`config.mk`:
```
export PLATFORM = sky130hd
export DESIGN_NAME = vga_timing_gen
export DESIGN_NICKNAME = d
export VERILOG_FILES = /design/src/rtl/vga_timing_gen.sv
export SDC_FILE = /design/constraint.sdc
export NUM_CORES = 1
export LEC_CHECK = 0
export BUFFER_PORTS_ARGS = -buffer_cell sky130_fd_sc_hd__buf_2
export CAP_MARGIN = 25
export CORE_AREA = 4 4 63 65
export CTS_BUF_LIST = sky130_fd_sc_hd__clkbuf_4 sky130_fd_sc_hd__clkbuf_8 sky130_fd_sc_hd__clkbuf_16
export CTS_CLUSTER_SIZE = 25
export DETAILED_ROUTE_END_ITERATION = 7
export DIE_AREA = 0 0 67 69
export PLACE_DENSITY_LB_ADDON = 0.1
export SYNTH_ARGS = -nofsm -noshare
export SYNTH_HDL_FRONTEND = slang
export SYNTH_SLANG_ARGS = --single-unit
```
`constraint.sdc`:
```
create_clock -name clk -period 2.1 [get_ports clk]
set_input_delay 0.21 -clock clk [delete_from_list [all_inputs] [get_ports clk]]
set_output_delay 0.21 -clock clk [all_outputs]
set_load 0.005 [all_outputs]
```
`src/rtl/vga_timing_gen.sv`:
```
// vga_timing_gen
// Free-running VGA raster timing generator. A clock divider produces a
// one-clk pixel strobe; horizontal/vertical counters advance on that strobe,
// and a registered decode stage turns the counters into sync, data-enable,
// pixel coordinates and a start-of-frame strobe for the downstream stages.

module vga_timing_gen #(
  parameter int CLK_DIV  = 4,
  parameter int H_ACTIVE = 640,
  parameter int H_FP     = 16,
  parameter int H_SYNC   = 96,
  parameter int H_BP     = 48,
  parameter int V_ACTIVE = 480,
  parameter int V_FP     = 10,
  parameter int V_SYNC   = 2,
  parameter int V_BP     = 33,
  parameter int SYNC_POL = 0,
  parameter int CW       = 10
) (
  input  logic          clk,
  input  logic          rst,
  output logic          pix_tick,
  output logic          hsync,
  output logic          vsync,
  output logic          de,
  output logic [CW-1:0] x,
  output logic [CW-1:0] y,
  output logic          frame_start
);

  // Raster geometry
  localparam int H_TOTAL = H_ACTIVE + H_FP + H_SYNC + H_BP;
  localparam int V_TOTAL = V_ACTIVE + V_FP + V_SYNC + V_BP;

  // Terminal counts at counter width
  localparam logic [CW-1:0] H_LAST = CW'(H_TOTAL - 1);
  localparam logic [CW-1:0] V_LAST = CW'(V_TOTAL - 1);

  // Decode thresholds carry one extra bit so a sync region that ends exactly
  // at the line/frame total still compares correctly.
  localparam logic [CW:0] H_ACT_X    = (CW+1)'(H_ACTIVE);
  localparam logic [CW:0] HS_START_X = (CW+1)'(H_ACTIVE + H_FP);
  localparam logic [CW:0] HS_END_X   = (CW+1)'(H_ACTIVE + H_FP + H_SYNC);
  localparam logic [CW:0] V_ACT_X    = (CW+1)'(V_ACTIVE);
  localparam logic [CW:0] VS_START_X = (CW+1)'(V_ACTIVE + V_FP);
  localparam logic [CW:0] VS_END_X   = (CW+1)'(V_ACTIVE + V_FP + V_SYNC);

  // Asserted sync level
  localparam logic SYNC_ON = (SYNC_POL != 0);

  // Divider width; at least one bit even when no division is needed
  localparam int DW = (CLK_DIV > 1) ? $clog2(CLK_DIV) : 1;

  // Pixel strobe
  logic          div_last;
  logic          pix_tick_reg;

  // Raster counters
  logic [CW-1:0] h_cnt_reg, h_cnt_next;
  logic [CW-1:0] v_cnt_reg, v_cnt_next;
  logic          wrap_reg, wrap_next;

  // Decode stage
  logic          hsync_reg, hsync_next;
  logic          vsync_reg, vsync_next;
  logic          de_reg, de_next;
  logic [CW-1:0] x_reg, y_reg;
  logic          frame_start_reg;

  // Extended counter copies for the threshold compares
  logic [CW:0]   h_ext, v_ext;

  generate
    if (CLK_DIV > 1) begin : gen_div_count
      localparam logic [DW-1:0] DIV_LAST = DW'(CLK_DIV - 1);

      logic [DW-1:0] div_cnt_reg, div_cnt_next;

      // Divider next state: count 0..CLK_DIV-1 and wrap
      always_comb begin
        div_last     = (div_cnt_reg == DIV_LAST);
        div_cnt_next = div_last ? '0 : div_cnt_reg + DW'(1);
      end

      // Divider register
      always_ff @(posedge clk or negedge rst) begin
        if (!rst) begin
          div_cnt_reg <= '0;
        end else begin
          div_cnt_reg <= div_cnt_next;
        end
      end
    end else begin : gen_div_bypass
      // No division: every clk is a pixel clk
      assign div_last = 1'b1;
    end
  endgenerate

  // Registered pixel strobe, high in the clk after the divider's last count
  always_ff @(posedge clk or negedge rst) begin
    if (!rst) begin
      pix_tick_reg <= 1'b0;
    end else begin
      pix_tick_reg <= div_last;
    end
  end

  // Counter next state: advance on the pixel strobe, wrap line then frame
  always_comb begin
    h_cnt_next = h_cnt_reg;
    v_cnt_next = v_cnt_reg;
    wrap_next  = 1'b0;
    if (pix_tick_reg) begin
      if (h_cnt_reg == H_LAST) begin
        h_cnt_next = '0;
        if (v_cnt_reg == V_LAST) begin
          v_cnt_next = '0;
          wrap_next  = 1'b1;
        end else begin
          v_cnt_next = v_cnt_reg + CW'(1);
        end
      end else begin
        h_cnt_next = h_cnt_reg + CW'(1);
      end
    end
  end

  // Counter registers; wrap_reg marks the clk right after a frame wrap
  always_ff @(posedge clk or negedge rst) begin
    if (!rst) begin
      h_cnt_reg <= '0;
      v_cnt_reg <= '0;
      wrap_reg  <= 1'b0;
    end else begin
      h_cnt_reg <= h_cnt_next;
      v_cnt_reg <= v_cnt_next;
      wrap_reg  <= wrap_next;
    end
  end

  // Decode the current counters into sync and data-enable levels
  always_comb begin
    h_ext      = {1'b0, h_cnt_reg};
    v_ext      = {1'b0, v_cnt_reg};
    de_next    = (h_ext < H_ACT_X) && (v_ext < V_ACT_X);
    hsync_next = ((h_ext >= HS_START_X) && (h_ext < HS_END_X)) ? SYNC_ON : ~SYNC_ON;
    vsync_next = ((v_ext >= VS_START_X) && (v_ext < VS_END_X)) ? SYNC_ON : ~SYNC_ON;
  end

  // Output registers: one clk behind the counters; frame_start lines up
  // with the first clk that shows (0,0) after a wrap, never the reset state
  always_ff @(posedge clk or negedge rst) begin
    if (!rst) begin
      x_reg           <= '0;
      y_reg           <= '0;
      de_reg          <= 1'b0;
      hsync_reg       <= ~SYNC_ON;
      vsync_reg       <= ~SYNC_ON;
      frame_start_reg <= 1'b0;
    end else begin
      x_reg           <= h_cnt_reg;
      y_reg           <= v_cnt_reg;
      de_reg          <= de_next;
      hsync_reg       <= hsync_next;
      vsync_reg       <= vsync_next;
      frame_start_reg <= wrap_reg;
    end
  end

  assign pix_tick    = pix_tick_reg;
  assign hsync       = hsync_reg;
  assign vsync       = vsync_reg;
  assign de          = de_reg;
  assign x           = x_reg;
  assign y           = y_reg;
  assign frame_start = frame_start_reg;

endmodule

```
Word level (Yosys, flattened, before mapping)
Cells that the tools add are included.
{ "classes": {"add_sub_neg": 3, "magnitude_cmp": 6, "eq_ne": 3, "mux": 8, "reduce_logical": 4} }
{ "ops": {"columns": ["cell", "count"], "rows": [
  ["$add 10x1->10 const B", 2],
  ["$eq 10x10->1 const B", 2],
  ["$lt 10x10->1 const B", 2],
  ["$lt 10x9->1 const B", 2],
  ["$mux 10", 2],
  ["$ge 10x10->1 const B", 1],
  ["$ge 10x9->1 const B", 1],
  ["$mux 1", 5],
  ["$logic_and 1x1->1", 3],
  ["$add 2x1->2 const B", 1],
  ["$eq 2x2->1 const B", 1],
  ["$mux 2", 1],
  ["$reduce_and 2->1", 1]
]} }
{ "word_totals": {"regBits": 48, "inputBits": 2, "out_inout_bits": 25, "elab_cells": 35} }

Depth between registers and ports, before layout
Gate-level depths: netlist (run 1).
{ "depth": {"ltp_word": 4, "mapped_depth": 6} }

Worst setup path after synthesis (run 1)
No wires, ideal clock.
{ "synth_path": {"kind": "reg-to-reg", "from": "register h_cnt_reg[0]", "to": "register v_cnt_reg[4]", "setup_time_ps": 66, "t_arrival_ps": 1772, "required_ps": 2034, "slack_ps": 262, "stages_incl_launch_ff": 7, "n_path_buf": 1, "cell_sequence": "dfrtp_1 ha_1 nand4bb_1 or3_1 buf_6 or4b_1 nand2_1"} }
{ "synth_via": {"elab_chain_cells": 2} }
{ "synth_rtl": {"columns": ["item", "line", "rtl"], "rows": [
  ["start: declaration", "59", "logic [CW-1:0] h_cnt_reg, h_cnt_next;"],
  ["start signal: assignment", "135", "h_cnt_reg <= h_cnt_next;"],
  ["$eq 10x10->1", "114", "if (h_cnt_reg == H_LAST) begin"],
  ["$reduce_and 2->1 (no source line)", null, null],
  ["end signal: assignment", "136", "v_cnt_reg <= v_cnt_next;"],
  ["end: declaration", "60", "logic [CW-1:0] v_cnt_reg, v_cnt_next;"]
]} }
No other way between the ends.
A chain may end at the register's enable or synchronous reset.

Final worst setup path (run 1)
Ends and elaborated chain as after synthesis.

==> flow_metrics.py, run 1 <==
metrics = {
    "worst_setup_path": {
        "r2r_cells": 5,
        "reg2reg_slack_ns": 0.18,
        "crit_required_ns": 2.41,
        "crit_fanout": 7,
        "end_kind": "register",
        "crit_type": "reg2reg",
        "cp.arrival_ns": 2.23,
        "r2r-end": "v_cnt_reg[4]",
        "r2r-start": "h_cnt_reg[0]",
        "cp-start-kind": "register",
    },
    "logic_synthesis": {
        "syn_area_um2": 1840,
        "synth_largest_area_cell": "dfrtp_1",
        "synth_area_per_cell_um2": 12.6,
        "async_flop_share_pct": 100,
        "yosysTopAreaCellShare_pct": 62.6,
        "yosysWarnings": 0,
        "synth_cell_types": 34,
        "synth_seq_cells": 48,
        "yosysMostFrequentCell": "dfrtp_1",
        "synth_edf_count": 0,
        "synthCells": 146,
        "synth_area_leaders": "dfrtp_1 (63%), ha_1 (3.4%), dfstp_2 (2.9%)",
        "syn-num-nets": 153,
        "synthFlopType": "dfrtp_1",
        "yosysSeqAreaShare_pct": 65.5,
        "synth_common_cells": "dfrtp_1 (46), nand2_1 (11), nand3_1 (9)",
    },
    "cells_and_area": {
        "postLayoutCoreUtil_pct": 64.5,
        "fillCellCount": 280,
        "drive_gt1_share_pct": 24.9,
        "fin_cells": 231,
        "num-nets-final": 191,
        "area_delta_synth_final_pct": 17.2,
        "diodes": 0,
    },
    "die": {
        "design.die.area_um2": 4620,
        "coreArea_um2": 3340,
        "num_rows": 21,
        "die_x_um": 67,
        "ioPinCount": 27,
        "die_h_um": 69,
        "start_util_pct": 55.1,
    },
    "clock_tree": {
        "cts.sinks": 48,
        "tritoncts": "done",
        "numCtsBuffers": 5,
        "cts-root-buf": "clkbuf_4",
        "cts_htree_levels": 2,
        "clockBufferDepth": 2,
        "clk_latency_ns": 0.36,
        "clkTransAtPathRegs_ns": 0.13,
    },
    "sta": {
        "final_hold_viol_count": 0,
        "tns_ns": 0,
        "drv_slew": 0,
        "fin_skew_ns": 0.00667,
        "slew_headroom_pct": 62.5,
        "setup_viol": 0,
        "fin_crit_sh_pct": 91.6,
        "max_freq_mhz": 520,
        "worst_pin_slew_ns": 0.562,
        "period_minus_slack_ns": 1.92,
        "rsz0062_at_grt": "no",
    },
    "grt": {
        "first_global_vias": 1104,
        "grt_first_pass_wirelength_um": 5400,
        "antenna_found_initial": 0,
        "grt_use_total_pct": 15.2,
        "overflow": 0,
        "grt_max_degree": 49,
    },
    "outcome": {
        "status": "completed",
    },
    "route": {
        "drtIter0Drc": 82,
        "dr.max_layer_used": "met4",
        "wl_met1_um": 1470,
        "post_drt_wl_per_cell_um": 13.4,
        "wl_met3_um": 197,
        "vias_per_cell": 5.24,
        "drc_errors": 0,
        "dr.pass1.iters": 4,
        "vias": 1211,
        "wirelength_um": 3090,
        "antenna_left": 0,
        "met2_length_um": 1380,
    },
    "power_and_ir_drop": {
        "p_leak_nw": 1.04,
        "cellPowerDensity_nw_per_um2": 704,
        "ir_drop_v": 0.000316,
    },
    "placement": {
        "io_buffers": 26,
        "gp_congestion": 0.847,
        "placedCellCount": 222,
        "dp_hpwl_um": 2140,
    },
    "hold_path": {
        "min-delay-start": "wrap_reg",
        "holdPathEnd": "frame_start",
        "min_path_cells": 0,
        "hold_class": "reg2reg",
    },
    "flow_run": {
        "cap_viol_max_count": 0,
    },
}
==> cell families (layout without fill, tap and decap cells) <==
kind of cell    Yosys count  in the layout  synth area share, %
fa+ha+maj                 5              5                 3.40
mux                       1              1                0.613
xor+xnor                 10             10                 4.76
simple gates             60             60                 18.8
buf+inv                   8             47                 2.66
flops                    48             48                 65.5
compound gates           14             14                 4.29
==> cells in the final DEF, fill, tap and decap left out, drive strengths merged, types with 2 or more instances in the layout <==
cell	count
a21oi	2
dfrtp	46
nand2b	3
buf	33
xor2	5
and3	3
ha	5
o22ai	2
nand2	11
nor4bb	2
clkbuf	6
nand3	9
dfstp	2
nand4	8
nor2	7
and4	3
o21ai	7
nor3	4
and2	2
xnor2	5
inv	5
==> per-layer routing <==
layer	vias to the layer above	GRT usage (%)
met5	-	0
met4	0	7.43
met3	5	3.90
met2	30	20.0
met1	579	23.2
li1	597	-
==> layout make-up <==
class	count	area (µm²)	area share (%)
inverters	5	18.8	0.872
clock inverters	2	38.8	1.80
repair buffers	34	193	8.95
multi-input cells	90	591	27.4
clock buffers	6	51.3	2.38
flip-flops and latches	48	1200	55.9
well taps	46	57.6	2.67
==> worst max-delay path, stage by stage (launching register included) <==
cell	delay, ns
dfrtp_1	0.43
ha_1	0.25
nand4bb_1	0.18
or3_4	0.44
or4b_1	0.50
nand2_1	0.07
==> repair_timing <==
item | 4_1_cts | 5_1_grt
setup endpoints to repair | 0 | 1
endpoints found under the hold margin | 46 | 0
buffers inserted | 0 | 0
hold buffers | 1 | 0
resized for setup | 0 | 1
==> per-stage QoR <==
step	hold WS (ns)	instance area [µm²]	total power (W)	worst slack (ns)
6_report	0.368	2150	0.00152	0.177
5_1_grt	0.383	2150	0.00158	0.0429
4_1_cts	0.369	2150	0.00153	0.134
3_5_place_dp	0.336	2050	0.000962	0.159
3_3_place_gp	0.320	2050	0.000961	0.233
2_1_floorplan	-0.0856	1840	0.000942	0.262
==> report_power, final <==
part / switching, W / internal [W]
Sequential: 0 / 0.000924
Clock: 0.000286 / 0.000285
Combinational: 0.0000165 / 0.00000308
==> how the worst max path moves through the flow <==
stage	from	to	slack, ns	cells after the start
after global placement	h_cnt_reg[0]	v_cnt_reg[4]	0.23	5
after global routing	h_cnt_reg[0]	v_cnt_reg[4]	0.04	5
after detailed placement	h_cnt_reg[0]	v_cnt_reg[4]	0.16	5
after CTS	h_cnt_reg[0]	v_cnt_reg[4]	0.13	5
after floorplan	h_cnt_reg[0]	v_cnt_reg[4]	0.26	6
final	h_cnt_reg[0]	v_cnt_reg[4]	0.18	5
Note: power is estimated with default switching activity, not from simulation.
==> inputs of run 2 (changes only) <==
--- a/config.mk
+++ b/config.mk
@@ -12,7 +12,7 @@
 export CTS_CLUSTER_SIZE = 25
 export DETAILED_ROUTE_END_ITERATION = 7
 export DIE_AREA = 0 0 67 69
-export PLACE_DENSITY_LB_ADDON = 0.1
+export PLACE_DENSITY = 0.76
 export SYNTH_ARGS = -nofsm -noshare
 export SYNTH_HDL_FRONTEND = slang
 export SYNTH_SLANG_ARGS = --single-unit
==> constraint.sdc (replaced) <==
create_clock -name clk -period 1.97 [get_ports clk]
set_input_delay 0.197 -clock clk [delete_from_list [all_inputs] [get_ports clk]]
set_output_delay 0.197 -clock clk [all_outputs]
set_load 0.005 [all_outputs]
==> run 2 against run 1 <==
Net effect: combinational power grew 17%; sequential share of layout area shrank 1.1 points; wire length grew 2.9%; die area is the same; flip-flop and latch count is the same; sequential power grew 6.6%; via count grew 5.8%.
==> flow_metrics.py, run 2 (same netlist as run 1, synthesis figures left out) <==
metrics = {
    "sta": {
        "drv_slew": 0,
        "setup_viol": 0,
        "tns_ns": 0,
        "fin_crit_sh_pct": 92.7,
        "slew_headroom_pct": 56.2,
        "final_hold_viol_count": 0,
        "rsz0062_at_grt": "no",
        "fin_skew_ns": 0.00350,
        "max_freq_mhz": 548,
        "worst_pin_slew_ns": 0.657,
        "period_minus_slack_ns": 1.83,
        "setup_slack_ns": 0.144,
    },
    "grt": {
        "antenna_found_initial": 0,
        "overflow": 0,
        "grt_first_pass_wirelength_um": 5380,
        "grt_max_degree": 32,
        "grt_use_total_pct": 15.1,
        "first_global_vias": 1224,
    },
    "worst_setup_path": {
        "cp_slowest_cell": "or4_1",
        "critPathBufInv": 0,
        "crit_type": "reg2reg",
        "cp.arrival_ns": 2.10,
        "reg2reg_slack_ns": 0.14,
        "crit_family": "simple AND/OR/NAND/NOR gates",
        "r2r-end": "v_cnt_reg[9]",
        "end_kind": "register",
        "cp-start-kind": "register",
        "cp_cell_sequence": "ha_1 -> nand4bb_1 -> or3_4 -> or4_1 -> o21ai_0",
        "slowest_delay_ns": 0.47,
        "crit_required_ns": 2.25,
        "r2r_cells": 5,
        "r2r-start": "h_cnt_reg[1]",
        "crit_fanout": 5,
    },
    "route": {
        "antenna_left": 0,
        "drtIter0Drc": 81,
        "wirelength_um": 3180,
        "vias": 1281,
        "dr.pass1.iters": 4,
        "post_drt_wl_per_cell_um": 13.3,
        "drc_errors": 0,
        "vias_per_cell": 5.38,
    },
    "die": {
        "num_rows": 21,
        "ioPinCount": 27,
        "die_x_um": 67,
        "coreArea_um2": 3340,
        "die_h_um": 69,
        "start_util_pct": 55.1,
        "design.die.area_um2": 4620,
    },
    "cells_and_area": {
        "area_delta_synth_final_pct": 19.5,
        "num-nets-final": 198,
        "diodes": 0,
        "postLayoutCoreUtil_pct": 65.8,
        "drive_gt1_share_pct": 27.6,
        "layout_commonest_cell": "dfrtp_1",
        "final_cell_mix": "dfrtp_1 (46), buf_2 (26), buf_4 (14)",
    },
    "power_and_ir_drop": {
        "cellPowerDensity_nw_per_um2": 717,
        "ir_drop_v": 0.000432,
        "p_leak_nw": 1.07,
        "clockPowerShare_pct": 35.9,
        "switching_share_pct": 19.3,
        "pwr-share-comb_pct": 1.5,
        "power_switching_w": 0.000304,
        "p_int_w": 0.00127,
        "p_seq_share_pct": 62.6,
        "fin_total_pwr_w": 0.00157,
    },
    "clock_tree": {
        "tritoncts": "done",
        "cts-root-buf": "clkbuf_4",
        "numCtsBuffers": 5,
        "clkTransAtPathRegs_ns": 0.13,
        "clockBufferDepth": 2,
        "clk_latency_ns": 0.35,
        "cts.sinks": 48,
        "cts_htree_levels": 2,
    },
    "hold_path": {
        "holdPathEnd": "frame_start",
        "min-delay-start": "wrap_reg",
        "min_path_cells": 0,
        "hold_class": "reg2reg",
    },
    "placement": {
        "preCtsSetupSlack_ns": 0.124,
        "io_buffers": 26,
        "gp_congestion": 0.823,
        "dp_hpwl_um": 2280,
    },
    "outcome": {
        "status": "completed",
    },
    "flow_run": {
        "cap_viol_max_count": 0,
    },
}
run 2: changes by cell type in the layout (fill, tap and decap cells not counted):
| cell | before | now |
|---|---|---|
| clkinv_4 | 1 | 0 |
| clkbuf_8 | 1 | 0 |
| buf_4 | 7 | 14 |
| clkbuf_4 | 5 | 6 |
| clkinv_2 | 0 | 1 |
run 2: cell type report:
cell class | instances | area (µm²)
Inverter | 5 | 18.8
Multi-Input combinational cell | 90 | 591
Tap cell | 46 | 57.6
Fill cell | 272 | 1140
Clock buffer | 6 | 45.0
Clock inverter | 2 | 35.0
Sequential cell | 48 | 1200
Timing Repair Buffer | 41 | 245
run 2: per-layer routing:
layer	GRT usage (%)	vias to the layer above	wire (µm)
met3	4.06	5	162
met1	20.1	633	1460
met4	7.21	0	52
li1	-	610	-
met5	0	-	0
met2	22.7	33	1510
run 2: power groups by stage:
stage / Clock [W] / Sequential, W / Combinational (W)
3_3_place_gp: 0 / 0.00100 / 0.0000224
2_1_floorplan: 0 / 0.00100 / 0.000000000213
4_1_cts: 0.000577 / 0.000985 / 0.0000247
5_1_grt: 0.000625 / 0.000986 / 0.0000276
6_report: 0.000566 / 0.000985 / 0.0000230
3_5_place_dp: 0 / 0.00100 / 0.0000230
run 2: worst max-delay path by stage:
stage / cells past startpoint / end / slack (ns) / from
4_1_cts: 5 / v_cnt_reg[9] / 0.09 / h_cnt_reg[0]
3_5_place_dp: 5 / v_cnt_reg[9] / 0.12 / h_cnt_reg[0]
2_1_floorplan: 6 / v_cnt_reg[4] / 0.13 / h_cnt_reg[0]
5_1_grt: 5 / v_cnt_reg[9] / 0.02 / h_cnt_reg[1]
6_report: 5 / v_cnt_reg[9] / 0.14 / h_cnt_reg[1]
3_3_place_gp: 5 / v_cnt_reg[4] / 0.19 / h_cnt_reg[0]
run 2: per-stage QoR:
step,instances,cell area [µm²],hold WS [ns]
finish,238,2200,0.364
global route,238,2200,0.373
CTS,237,2180,0.366
detailed placement,228,2090,0.262
global placement,228,2090,0.259
floorplan,146,1840,-0.0986
run 2: timing repair:
item	in CTS	in global routing
hold buffers	1	0
endpoints found under the setup margin	0	2
buffers inserted	0	1
hold endpoints to repair	28	0
gates resized for setup	0	1
